File: src/rtl/fir_tap_window.sv
// Sample delay line and coefficient bank manager feeding a parallel FIR MAC.
// Presents a window of N_TAPS samples (newest first) with a committed coefficient bank.
module fir_tap_window #(
   parameter int N_TAPS      = 16,
   parameter int IN_WIDTH    = 12,
   parameter int COEFF_WIDTH = 16,
   parameter int PRIME_FULL  = 1
) (
   input  logic                            clk,
   input  logic                            rst,
   input  logic                            s_valid,
   output logic                            s_ready,
   input  logic signed [IN_WIDTH-1:0]      s_data,
   input  logic                            coef_wr_en,
   input  logic [$clog2(N_TAPS)-1:0]       coef_wr_addr,
   input  logic [COEFF_WIDTH-1:0]          coef_wr_data,
   input  logic                            coef_commit,
   output logic                            coef_busy,
   input  logic                            flush,
   output logic                            win_valid,
   output logic [N_TAPS*IN_WIDTH-1:0]      win_samples,
   output logic [N_TAPS*COEFF_WIDTH-1:0]   win_coeffs,
   output logic [$clog2(N_TAPS):0]         fill_count
);

   localparam int CW = $clog2(N_TAPS) + 1;

   typedef enum logic [1:0] {ST_FILL, ST_RUN, ST_FLUSH} state_e;

   state_e                         state_q, state_d;
   logic signed [IN_WIDTH-1:0]     slot_q   [N_TAPS];
   logic signed [IN_WIDTH-1:0]     slot_d   [N_TAPS];
   logic [COEFF_WIDTH-1:0]         shadow_q [N_TAPS];
   logic [COEFF_WIDTH-1:0]         shadow_d [N_TAPS];
   logic [COEFF_WIDTH-1:0]         active_q [N_TAPS];
   logic [COEFF_WIDTH-1:0]         active_d [N_TAPS];
   logic [CW-1:0]                  fill_count_q, fill_count_d;
   logic                           win_valid_q, win_valid_d;
   logic                           coef_busy_q, coef_busy_d;
   logic                           accept;
   logic                           clear_line;

   // ---------------- state register ----------------
   // NOTE: sequential state uses <= so every flop samples pre-edge values;
   // blocking = is reserved for the always_comb next-state logic.
   always_ff @(posedge clk or posedge rst) begin
      if (rst) begin
         state_q <= ST_FILL;
      end else begin
         state_q <= state_d;
      end
   end

   // ---------------- next-state logic ----------------
   // NOTE: state_d is defaulted before the case so no path leaves it unassigned,
   // which would otherwise infer a latch.
   always_comb begin
      state_d = state_q;
      if (flush) begin
         state_d = ST_FLUSH;
      end else begin
         case (state_q)
            ST_FILL:  if (accept && fill_count_q == CW'(N_TAPS - 1)) state_d = ST_RUN;
            ST_RUN:   state_d = ST_RUN;
            ST_FLUSH: state_d = ST_FILL;
            default:  state_d = ST_FILL;
         endcase
      end
   end

   // ---------------- output logic ----------------
   // s_ready drops combinationally with rst and flush so a colliding sample is refused.
   always_comb begin
      s_ready = !rst && (state_q != ST_FLUSH) && !flush;
   end

   assign accept     = s_valid && s_ready;
   assign clear_line = flush || (state_q == ST_FLUSH);

   // ---------------- delay line and window strobe ----------------
   always_comb begin
      slot_d       = slot_q;
      fill_count_d = fill_count_q;
      if (clear_line) begin
         for (int i = 0; i < N_TAPS; i++) slot_d[i] = '0;
         fill_count_d = '0;
      end else if (accept) begin
         slot_d[0] = s_data;
         for (int i = 1; i < N_TAPS; i++) slot_d[i] = slot_q[i-1];
         if (fill_count_q != CW'(N_TAPS)) fill_count_d = fill_count_q + CW'(1);
      end
   end

   // The strobe fires on every accept except while priming an incomplete window.
   always_comb begin
      win_valid_d = accept && ((state_q == ST_RUN) || (PRIME_FULL == 0) ||
                               (fill_count_q == CW'(N_TAPS - 1)));
   end

   // ---------------- coefficient banks ----------------
   // The active bank only swaps on a cycle without an accept, so a window never
   // pairs with a half-updated bank.
   always_comb begin
      shadow_d    = shadow_q;
      active_d    = active_q;
      coef_busy_d = coef_busy_q;
      if (coef_wr_en && !coef_busy_q) shadow_d[coef_wr_addr] = coef_wr_data;
      if (coef_busy_q) begin
         if (!accept) begin
            active_d    = shadow_q;
            coef_busy_d = 1'b0;
         end
      end else if (coef_commit) begin
         coef_busy_d = 1'b1;
      end
   end

   // NOTE: the coefficient banks are small register files that must read 0 after
   // reset, so they are reset like any other flop rather than left as RAM.
   always_ff @(posedge clk or posedge rst) begin
      if (rst) begin
         for (int i = 0; i < N_TAPS; i++) begin
            slot_q[i]   <= '0;
            shadow_q[i] <= '0;
            active_q[i] <= '0;
         end
         fill_count_q <= '0;
         win_valid_q  <= 1'b0;
         coef_busy_q  <= 1'b0;
      end else begin
         slot_q       <= slot_d;
         shadow_q     <= shadow_d;
         active_q     <= active_d;
         fill_count_q <= fill_count_d;
         win_valid_q  <= win_valid_d;
         coef_busy_q  <= coef_busy_d;
      end
   end

   // ---------------- output packing (slot 0 in the top field) ----------------
   always_comb begin
      win_samples = '0;
      win_coeffs  = '0;
      for (int i = 0; i < N_TAPS; i++) begin
         win_samples[(N_TAPS-i)*IN_WIDTH-1 -: IN_WIDTH]    = slot_q[i];
         win_coeffs[(N_TAPS-i)*COEFF_WIDTH-1 -: COEFF_WIDTH] = active_q[i];
      end
   end

   assign win_valid  = win_valid_q;
   assign coef_busy  = coef_busy_q;
   assign fill_count = fill_count_q;

endmodule

File: config.mk
export PLATFORM = sky130hd
export DESIGN_NAME = fir_tap_window
export DESIGN_NICKNAME = d
export VERILOG_FILES = /design/src/rtl/fir_tap_window.sv
export SDC_FILE = /design/constraint.sdc
export NUM_CORES = 1
export LEC_CHECK = 0
export CAP_MARGIN = 10
export CORE_MARGIN = 10
export CORE_UTILIZATION = 30
export CTS_BUF_LIST = sky130_fd_sc_hd__clkbuf_4
export DETAILED_ROUTE_END_ITERATION = 8
export GPL_TIMING_DRIVEN = 0
export HOLD_SLACK_MARGIN = 0.15
export PLACE_DENSITY = 0.54
export RECOVER_POWER = 100
export SLEW_MARGIN = 5
export SYNTH_ARGS = -nofsm -noshare
export SYNTH_HDL_FRONTEND = slang
export SYNTH_SLANG_ARGS = --single-unit
File: constraint.sdc
create_clock -name clk -period 31.2 [get_ports clk]
set_input_delay 6.24 -clock clk [delete_from_list [all_inputs] [get_ports clk]]
set_output_delay 6.24 -clock clk [all_outputs]
set_load 0.02 [all_outputs]
# Word level (Yosys, flattened, before mapping)
# Index checks and enable logic that the tools add are counted.
# Widths: inputs -> output; s select.
# op_classes
shift,0
muxes,14
add_sub_neg,1
order_cmp,2
n_mul,0
eq_ne,6
div_mod_pow,0
reduce_logical,17
n_bitwise,2
# ops
operator,count
$mux 192,2
$bwmux 256,1
$demux 16 s4,1
$mux 16,1
$mux 5,3
$logic_and 1x1->1,7
$add 5x1->5 const B,1
$eq 5x4->1 const B,1
$ge 5x5->1 const B,1
$lt 5x1->1 const B,1
$ne 5x5->1 const B,1
$not 4->5,1
$mux 2,2
$pmux 2 s2,1
$reduce_and 2->1,2
$reduce_bool 2->1,2
$logic_not 1->1,3
$mux 1,3
$ne 3x3->1 const B,1
$eq 2x1->1 const B,1
$eq 2x2->1 const B,1
$logic_not 2->1,1
$logic_or 1x1->1,2
$ne 2x2->1 const B,1
$not 1->1,1
# totals
memories,0
reg_bits,713
rom_bits,0
mem_bits_rw,0
wordCells,94
in_bits,38
out_inout_bits,456
latchBits,0

# Logic depth before layout (Yosys ltp)
# depth
word_depth,8
mapped_depth,5
depth_no_buf,5

# Worst setup path before layout
# OpenSTA, ideal clock, no wires.
# synth_path
path_kind,input to output
start,input port flush
end,output port s_ready
path_slack_ns,18.202
stages,3
arrival_time_ns,6.758
n_path_buf,0
required_time_ns,24.960
cell_sequence,inv_1 nand2_1 nor2_1
# synth_between
elab_chain_cells,2
# synth_lines
element,line,rtl
"start, declared",19,"input logic flush,"
$logic_not 1->1,74,s_ready = !rst && (state_q != ST_FLUSH) && !flush;
$logic_and 1x1->1,74,
"end, declared",12,"output logic s_ready,"
# Every way passes these cells.

==> out/results.txt <==
The flow ran to the end, but the final reports show violations. The checks that failed: capacitance limit, slew limit. The floorplan has 109 rows.

Dividing total power by cell area gives a power density of 77.1 nW/um^2. The placed instance area is 33100 um^2, and the via count of the routed design is 16800. Clock-pin slew was measured on the worst setup and hold paths at 0.06 ns. In the final routed layout, each cell accounts on average for 24.0 um. Area overhead of the layout relative to synthesis: 32.1%. For the portion of the post-synthesis area used by sequential elements, the log shows 0.672. Before antenna repair, the detailed router went through 5 iterations. Hold timing on the final database bottoms out at a slack of 0.436 ns. The number of antenna violations at the first check in global routing was 10; the count of nets after finishing was 2329.

For this run, the top clock speed supported by timing is 54.3 MHz. Setup repair after global routing left no endpoint under its margin. The chip width came out at 318 um.

For the final antenna-violating net count, the log shows 0. Sorting the synthesized cells by area gives the leading types as dfrtp_1, mux2_2, a22o_1, mux2_4, mux2_1. The worst setup path is launched from a primary input. The total global routing track utilization was 0.168. Clock tree synthesis selected as its root buffer the cell clkbuf_4.

The share of post-route cells with drive strength above 1 works out to 0.331. Buffers inserted during clock tree synthesis total 194. After detailed routing, the number of remaining DRC violations is 0. For the finished layout cell area, the log shows 35100 um^2. Across the routed clock network, the largest skew measured is 0.0784 ns.

CTS built an H-tree with a depth of 4. The logs give 127 mm for the global-route wire length before repair and 713 for the count of clock tree sinks. Share of Yosys cell area claimed by the top area cell type: 0.672.

Among all cell types in the netlist, the one instantiated most often is dfrtp_1. The cell count after synthesis came out at 1592. The vertical die dimension was 318 um. Setup violations remaining at the end of the flow were counted as 0. The type of the most critical hold path is flop to flop. The HPWL after detailed placement was 62.0 mm. The synthesized netlist occupies a cell area of 26600 um^2.

In this run the tool buffered the top-level ports with 493 buffer cells. Along the worst path, the maximum fanout reaches 124. For the minimum setup slack among reg-to-reg paths, the log shows 27.53 ns.

Ranked by instance count, the synthesized netlist is headed by dfrtp_1, mux2_2, a22o_1. The number of placed instances, taps included, is 3257. Pin placement for this block handled 494 I/O pins. TritonCTS built the clock tree. Maximum number of buffers from clock root to sink: 3. The buffer count from post-CTS setup fixing is 0. The fraction of registers with async set/reset came out at 1.00. The commonest register cell after synthesis was dfrtp_1.

Entering global routing, the biggest net connects 125 pins. The via count of the first global-routing pass was 18800; the minimum clock period was 18.41 ns. Summing internal, switching and leakage power gives 2.71 mW. The placer's final routability congestion estimate is 0.895.

The count of cells in the finished layout, fillers not included, comes to 3590. Summed over all layers, the routed wires come to 86.0 mm. The final-report max-slew violation count was 650; the worst max-slew margin expressed relative to the limit was -3.16.

In the routed layout, each cell is associated on average with a via count of 4.69. Synthesis inferred 713 register bits. The net count of the mapped netlist was 1633; the DRC violation total after the first TritonRoute iteration was 767. The post-cts repair resize count is 0. The run gives 8381 as the number of fill cells in the layout.

The number of maximum-capacitance constraint violations came out at 7. The number of enable-type register cells in the synthesized netlist came out at 0. The remaining global-route overflow was 0. Category of the most critical setup path: primary input to async pin.

The endpoint kind of the worst setup timing path is an async pin. The clock reaches the later pin of the worst-skew pair after 1.05 ns. The arrival time reported for the critical path endpoint is 18.02 ns. In this run, post-CTS hold repair placed 0 buffers.

STA puts the critical path data required time at 30.81 ns. The count of warnings emitted by yosys was 0. The tools report the worst-case vdd ir drop as 0.0364 mV. The logs give 101000 um^2 for the area of the die and 0.301 for the initial standard-cell utilization of the core. The count of endpoints failing hold in the final timing report was 0.

Utilization after layout: 0.398. The cell type with the highest aggregate area in the netlist is dfrtp_1. At the pin with the least slew margin, the transition time is 6.25 ns. For this design the static power due to leakage is 17.0 nW. The share of the cycle needed by the critical path after routing is 0.590. The mean instance size in the synthesized netlist works out to 16.7 um^2. The tools report the placeable core region as 88100 um^2. The tools report the distinct cell type count after synthesis as 38.
## metrics by stage
step                      worst slack, ns   TNS, ns
after detailed placement            16.98         0
after CTS                           16.97         0
after global placement              -2.71  -1876.92
final                               12.79         0
after global routing                 9.99         0
after floorplan                      4.96         0
## flip-flops by register name, summed over array words and instances, names as in the netlist
name / cells
coef_busy: 1
fill_count: 5
shadow_q: 256
state_q: 2
win_coeffs: 256
win_samples: 192
win_valid: 1
## layout make-up
| class | count | area, um^2 | area share |
|---|---|---|---|
| Antenna cell | 7 | 17.5 | 0.000499 |
| Inverter | 7 | 27.5 | 0.000784 |
| Timing Repair Buffer | 500 | 4980 | 0.142 |
| Clock buffer | 289 | 2170 | 0.0618 |
| Clock inverter | 37 | 315 | 0.00898 |
| Multi-Input combinational cell | 764 | 7850 | 0.224 |
| Tap cell | 1165 | 1460 | 0.0415 |
| Buffer | 108 | 429 | 0.0122 |
| Sequential cell | 713 | 17800 | 0.508 |
## kinds of logic (layout without fill, tap and decap cells)
logic type | Yosys count | after routing | synth area share
flops | 713 | 713 | 0.672
compound gates | 204 | 204 | 0.0670
fa+ha+maj | 3 | 3 | 0.00141
buf+inv | 115 | 941 | 0.0265
mux | 513 | 513 | 0.220
simple gates | 44 | 44 | 0.0129
other cells | 0 | 7 | 0
## worst paths after layout
check	start	endpoint	cells past startpoint
worst max-delay path	rst	shadow_q[198]	4
worst min-delay path	shadow_q[231]	win_coeffs[231]	1
worst max register to register	state_q[1]	win_coeffs[175]	5
worst min register to register	shadow_q[231]	win_coeffs[231]	1
max in group clk	flush	s_ready	5
min in group asynchronous	rst	win_samples[81]	2
## metal layers
metal,track usage,routed length (um)
met5,0,54
met3,0.0708,7280
met2,0.276,41600
met1,0.195,35300
met4,0.0554,1790
## critical path, stage by stage
cell           delay [ns]
dlygate4sd3_1        0.61
clkinvlp_2           1.98
clkbuf_1             4.35
clkbuf_1             4.61
## layout by cell type, fill, tap and decap left out, drive strengths merged, types with 11 or more instances in the layout
cell / synthesis / final
dfrtp: 713 / 713
mux2: 513 / 513
dlygate4sd3: 0 / 467
clkbuf: 22 / 384
a22o: 192 / 192
clkdlybuf4s50: 0 / 26
clkinv: 0 / 25
buf: 86 / 20
nand2: 12 / 12
inv: 7 / 11
## report_power, final
part	total (mW)	leakage [nW]	switching (mW)	internal, mW
registers	1.23	9.24	0.112	1.12
clock network	0.854	1.48	0.392	0.461
logic	0.623	6.23	0.324	0.299
(Power assumes the default switching activity.)
